--- src/rtl/parity_pkg.sv ---
// Shared types and constants for the nibble framing transmitter.
package parity_pkg;

  typedef enum logic [2:0] {
    IDLE,
    START,
    DATA,
    PARITY,
    STOP
  } frame_state_t;

  localparam int NIBBLE_W   = 4;
  localparam int FRAME_BITS = 7;

endpackage

--- src/rtl/parity_bit.sv ---
// Four-input even-parity generator; purely combinational, no handshake.
module parity_bit (
  input  logic inA,
  input  logic inB,
  input  logic inC,
  input  logic inD,
  output logic out
);

  assign out = inA ^ inB ^ inC ^ inD;

endmodule

--- src/rtl/parity_frame_tx.sv ---
// Frames a nibble as start/4 data/parity/stop, 7*CLKS_PER_BIT cycles, first bit one cycle after accept.
// in_ready is low for the whole frame; in_valid is only honoured in IDLE.
module parity_frame_tx
  import parity_pkg::*;
#(
  parameter int CLKS_PER_BIT = 4,
  parameter bit ODD_PARITY   = 1'b0
) (
  input  logic                clk,
  input  logic                rst_n,
  input  logic [NIBBLE_W-1:0] in_data,
  input  logic                in_valid,
  output logic                in_ready,
  output logic                tx_out,
  output logic                busy,
  output logic                frame_done
);

  localparam int             CW       = (CLKS_PER_BIT > 1) ? $clog2(CLKS_PER_BIT) : 1;
  localparam logic [CW-1:0]  LAST_CNT = CW'(CLKS_PER_BIT - 1);
  localparam logic [1:0]     LAST_IDX = 2'(NIBBLE_W - 1);

  frame_state_t        r_state;
  frame_state_t        w_state_nxt;
  logic [CW-1:0]       r_cnt;
  logic [CW-1:0]       w_cnt_nxt;
  logic [1:0]          r_idx;
  logic [1:0]          w_idx_nxt;
  logic [NIBBLE_W-1:0] r_data;
  logic                r_par;
  logic                w_par;
  logic                w_load;
  logic                w_bit_end;
  logic                w_tx;
  logic                w_busy;
  logic                w_done;

  parity_bit u_parity_bit (
    .inA (r_data[0]),
    .inB (r_data[1]),
    .inC (r_data[2]),
    .inD (r_data[3]),
    .out (w_par)
  );

  assign w_bit_end = (r_cnt == LAST_CNT);

  always_ff @(posedge clk or negedge rst_n) begin
    if (!rst_n) begin
      r_state <= IDLE;
      r_cnt   <= '0;
      r_idx   <= '0;
      r_data  <= '0;
      r_par   <= 1'b0;
    end else begin
      r_state <= w_state_nxt;
      r_cnt   <= w_cnt_nxt;
      r_idx   <= w_idx_nxt;
      // data_q only settles once per frame, so par_q is valid long before PARITY
      r_par   <= w_par ^ ODD_PARITY;
      if (w_load) begin
        r_data <= in_data;
      end
    end
  end

  // Outputs decode registered state only; in_valid affects next-state alone.
  always_comb begin
    w_state_nxt = r_state;
    w_cnt_nxt   = w_bit_end ? '0 : r_cnt + CW'(1);
    w_idx_nxt   = r_idx;
    w_load      = 1'b0;
    w_tx        = 1'b1;
    w_busy      = 1'b1;
    w_done      = 1'b0;
    case (r_state)
      IDLE: begin
        w_busy    = 1'b0;
        w_cnt_nxt = '0;
        if (in_valid) begin
          w_load      = 1'b1;
          w_idx_nxt   = '0;
          w_state_nxt = START;
        end
      end
      START: begin
        w_tx = 1'b0;
        if (w_bit_end) begin
          w_state_nxt = DATA;
        end
      end
      DATA: begin
        w_tx = r_data[r_idx];
        if (w_bit_end) begin
          if (r_idx == LAST_IDX) begin
            w_state_nxt = PARITY;
          end else begin
            w_idx_nxt = r_idx + 2'd1;
          end
        end
      end
      PARITY: begin
        w_tx = r_par;
        if (w_bit_end) begin
          w_state_nxt = STOP;
        end
      end
      STOP: begin
        w_done = w_bit_end;
        if (w_bit_end) begin
          w_state_nxt = IDLE;
        end
      end
      default: begin
        w_state_nxt = IDLE;
      end
    endcase
  end

  assign tx_out     = w_tx;
  assign busy       = w_busy;
  assign in_ready   = ~w_busy;
  assign frame_done = w_done;

endmodule
--- config.mk ---
export PLATFORM = sky130hd
export DESIGN_NAME = parity_frame_tx
export DESIGN_NICKNAME = d
export VERILOG_FILES = /design/src/rtl/parity_pkg.sv /design/src/rtl/parity_bit.sv /design/src/rtl/parity_frame_tx.sv
export SDC_FILE = /design/constraint.sdc
export NUM_CORES = 1
export LEC_CHECK = 0
export ABC_AREA = 1
export CAP_MARGIN = 20
export CORE_MARGIN = 2
export CORE_UTILIZATION = 30
export DETAILED_ROUTE_END_ITERATION = 7
export GPL_ROUTABILITY_DRIVEN = 1
export PLACE_DENSITY_LB_ADDON = 0.15
export SYNTH_ARGS = -nofsm -noshare
export SYNTH_HDL_FRONTEND = slang
export SYNTH_SLANG_ARGS = --single-unit
--- constraint.sdc ---
create_clock -name clk -period 2.6 [get_ports clk]
set_clock_uncertainty 0.1 [all_clocks]
set_input_delay 0.26 -clock clk [delete_from_list [all_inputs] [get_ports clk]]
set_output_delay 0.26 -clock clk [all_outputs]
set_load 0.05 [all_outputs]
==> qor.csv <==
metric,value,unit
finalSetupTns,0,ns
drc,0,
vias,585,
syn2layout_area_growth,24.4,%
grt_util_all_layers,11.7,%
ys.flop_type,dfrtp_1,
grt_pass1_wl,2.29,mm
synth_simple_gate_area_share,35.5,%
synth-compound-area-share,6.80,%
async_reset_ff_share,100,%
antenna_found_initial,0,
grt_max_degree,13,
synth_area_leader_cell,dfrtp_1,
syn_area,681,µm²
antenna_cells,0,
slew_headroom,63.9,%
vias_per_cell,4.61,
cp-start-kind,register,
synthTopCellsByArea,"dfrtp_1 (44%), nand2_1 (13%), nand3_1 (8.1%)",
finalWeightedCongestion,0.830,
hold_class,in -> async,
clockRootBuffer,clkbuf_4,
worstPathRequired,2.24,ns
setup_viol,0,
h-tree-depth,1,
synthXorXnorAreaFrac,3.86,%
first_global_vias,562,
grt_overflow,0,
fin_area,847,µm²
antenna_left,0,
synthAdderAreaFrac,3.68,%
synth_seq_cells,12,
layout.nets,109,
worstPathCellList,"ha_1, inv_1, nor4_1, clkdlybuf4s50_1",
synth_edf_count,0,
muxShareOfSynthArea,0,%
cpPeakStageDelay,0.86,ns
endpoint_kind,output port,
die_area,2670,µm²
critical-path-top-delay-family,buffers and inverters,
drive_gt1_share,14.1,%
insertion_delay,0.27,ns
avgSynthCellArea,7.91,µm²
design.core.area,2170,µm²
busiest_layer,met2,
critPathKind,reg -> out,
synth.net_count,95,
max_freq,407,MHz
cp.arrival,2.09,ns
cts_buffers,3,
layout_min_cycle_time,2.45,ns
grt.met2_usage,18.6,%
cp_slowest_cell,clkdlybuf4s50_1,
clockBufferDepth,2,
dp_hpwl,1.00,mm
use_met1,14.5,%
clock-sinks,12,
synth_top_area_share,44.1,%
synth_cell_types,21,
cts_tree,done,
fin_crit_sh,94.4,%
post_drt_wl_per_cell,9.83,µm
finalWirelength,1.25,mm
yosysMostFrequentCell,nand2_1,
firstDrtPassIters,2,
crit_fanout,4,
rows,17,
start_util,31.4,%
portBuffers,10,
synth_cells,86,
synth_top_family_by_area,simple AND/OR/NAND/NOR gates,
synth_top_cells_by_count,"nand2_1 (24), dfrtp_1 (12), nand3_1 (11)",
drt_iter0_markers,4,
dieWidth,51.6,µm
slew_violations,0,
hold_viol_final,0,
rsz0062_at_grt,false,
pin_count,11,
dieHeight,51.6,µm
crit_start,r_cnt[0]$_DFF_PN0_,
outcome,"finished, final reports clean",
path_clk_slew,0.08,ns
worstReg2RegStart,r_cnt[0]$_DFF_PN0_,
globalRouteMet3Util,2.01,%
yosysSeqAreaShare,44.1,%
placed_area,808,µm²
synth_warnings,0,
cp_num_buf_inv,2,
timing.max_cap.violations,0,
worst_pin_slew,0.540,ns
worst reg2reg max path, stage by stage (launching register included):
cell     delay (ns)
dfrtp_1        0.39
ha_1           0.24
inv_1          0.12
nand3_1        0.08
nand2_1        0.15
nor2_2         0.07
nand3_1        0.08
nand2_1        0.05
layer usage:
| metal | up-vias | share of wire, % |
|---|---|---|
| li1 | 304 | - |
| met1 | 270 | 48 |
| met2 | 9 | 47 |
| met3 | 2 | 3.8 |
| met4 | 0 | 0.80 |
| met5 | - | 0 |
registers in the layout (all words and copies together) (netlist names):
name,cells
r_data,4
r_state,3
r_cnt,2
r_par,1
r_idx,2
final timing paths:
path                                           to  slack [ns]  cells after the start
min in group clk               r_cnt[0]$_DFF_PN0_        0.35                      1
max in group asynchronous    r_idx[0]$_DFFE_PN0P_        1.80                      1
max reg2reg                  r_idx[1]$_DFFE_PN0P_        1.21                      7
min reg2reg                    r_cnt[0]$_DFF_PN0_        0.35                      1
max                                    frame_done        0.15                      4
min                        r_state[0]$_DFFE_PN0P_        0.24                      1
per-stage QoR:
step           hold WS [ns]  std cells  setup WS, ns  util [%]
6_report              0.236        127         0.145      39.0
5_1_grt               0.279        127       0.00373      39.0
4_1_cts               0.262        127        0.0632      38.9
3_5_place_dp          0.334        123         0.389      37.3
3_3_place_gp          0.329        123         0.410      37.3
2_1_floorplan        -0.136         86         0.164         -
cells by family (layout without fill, tap and decap cells):
logic type / count (synthesis) / after routing
AO/OA/AOI/OAI: 8 / 8
XOR/XNOR: 3 / 3
adder cells (fa/ha/maj): 2 / 2
buffers and inverters: 10 / 23
flip-flops: 12 / 12
AND/OR/NAND/NOR: 51 / 51
what timing repair did:
item,in CTS,in global routing
buffers inserted,0,0
hold buffers,0,0
setup endpoints to repair,0,1
resized for setup,0,1
area by class of cell:
cell class,instances,area (µm²)
fillers,242,1320
multi-input cells,64,339
flip-flops and latches,12,300
repair buffers,10,103
clock buffers,4,36.3
well taps,28,35.0
inverters,9,33.8
cells in the final DEF, fill, tap and decap left out, types with 3 or more instances in the layout:
master           synthesis  routed
clkdlybuf4s50_1          0       9
nand2_1                 24      24
nor2_1                   3       3
nor3_1                   5       5
dfrtp_1                 12      12
inv_1                    6       6
o21ai_0                  4       4
inv_2                    3       3
clkbuf_4                 0       3
nand3_1                 11      11
nor2_2                   4       4
Power is left out: the tool's default activity adds up to more than one toggle a clock period on the data nets, which glitch-free logic cannot reach.
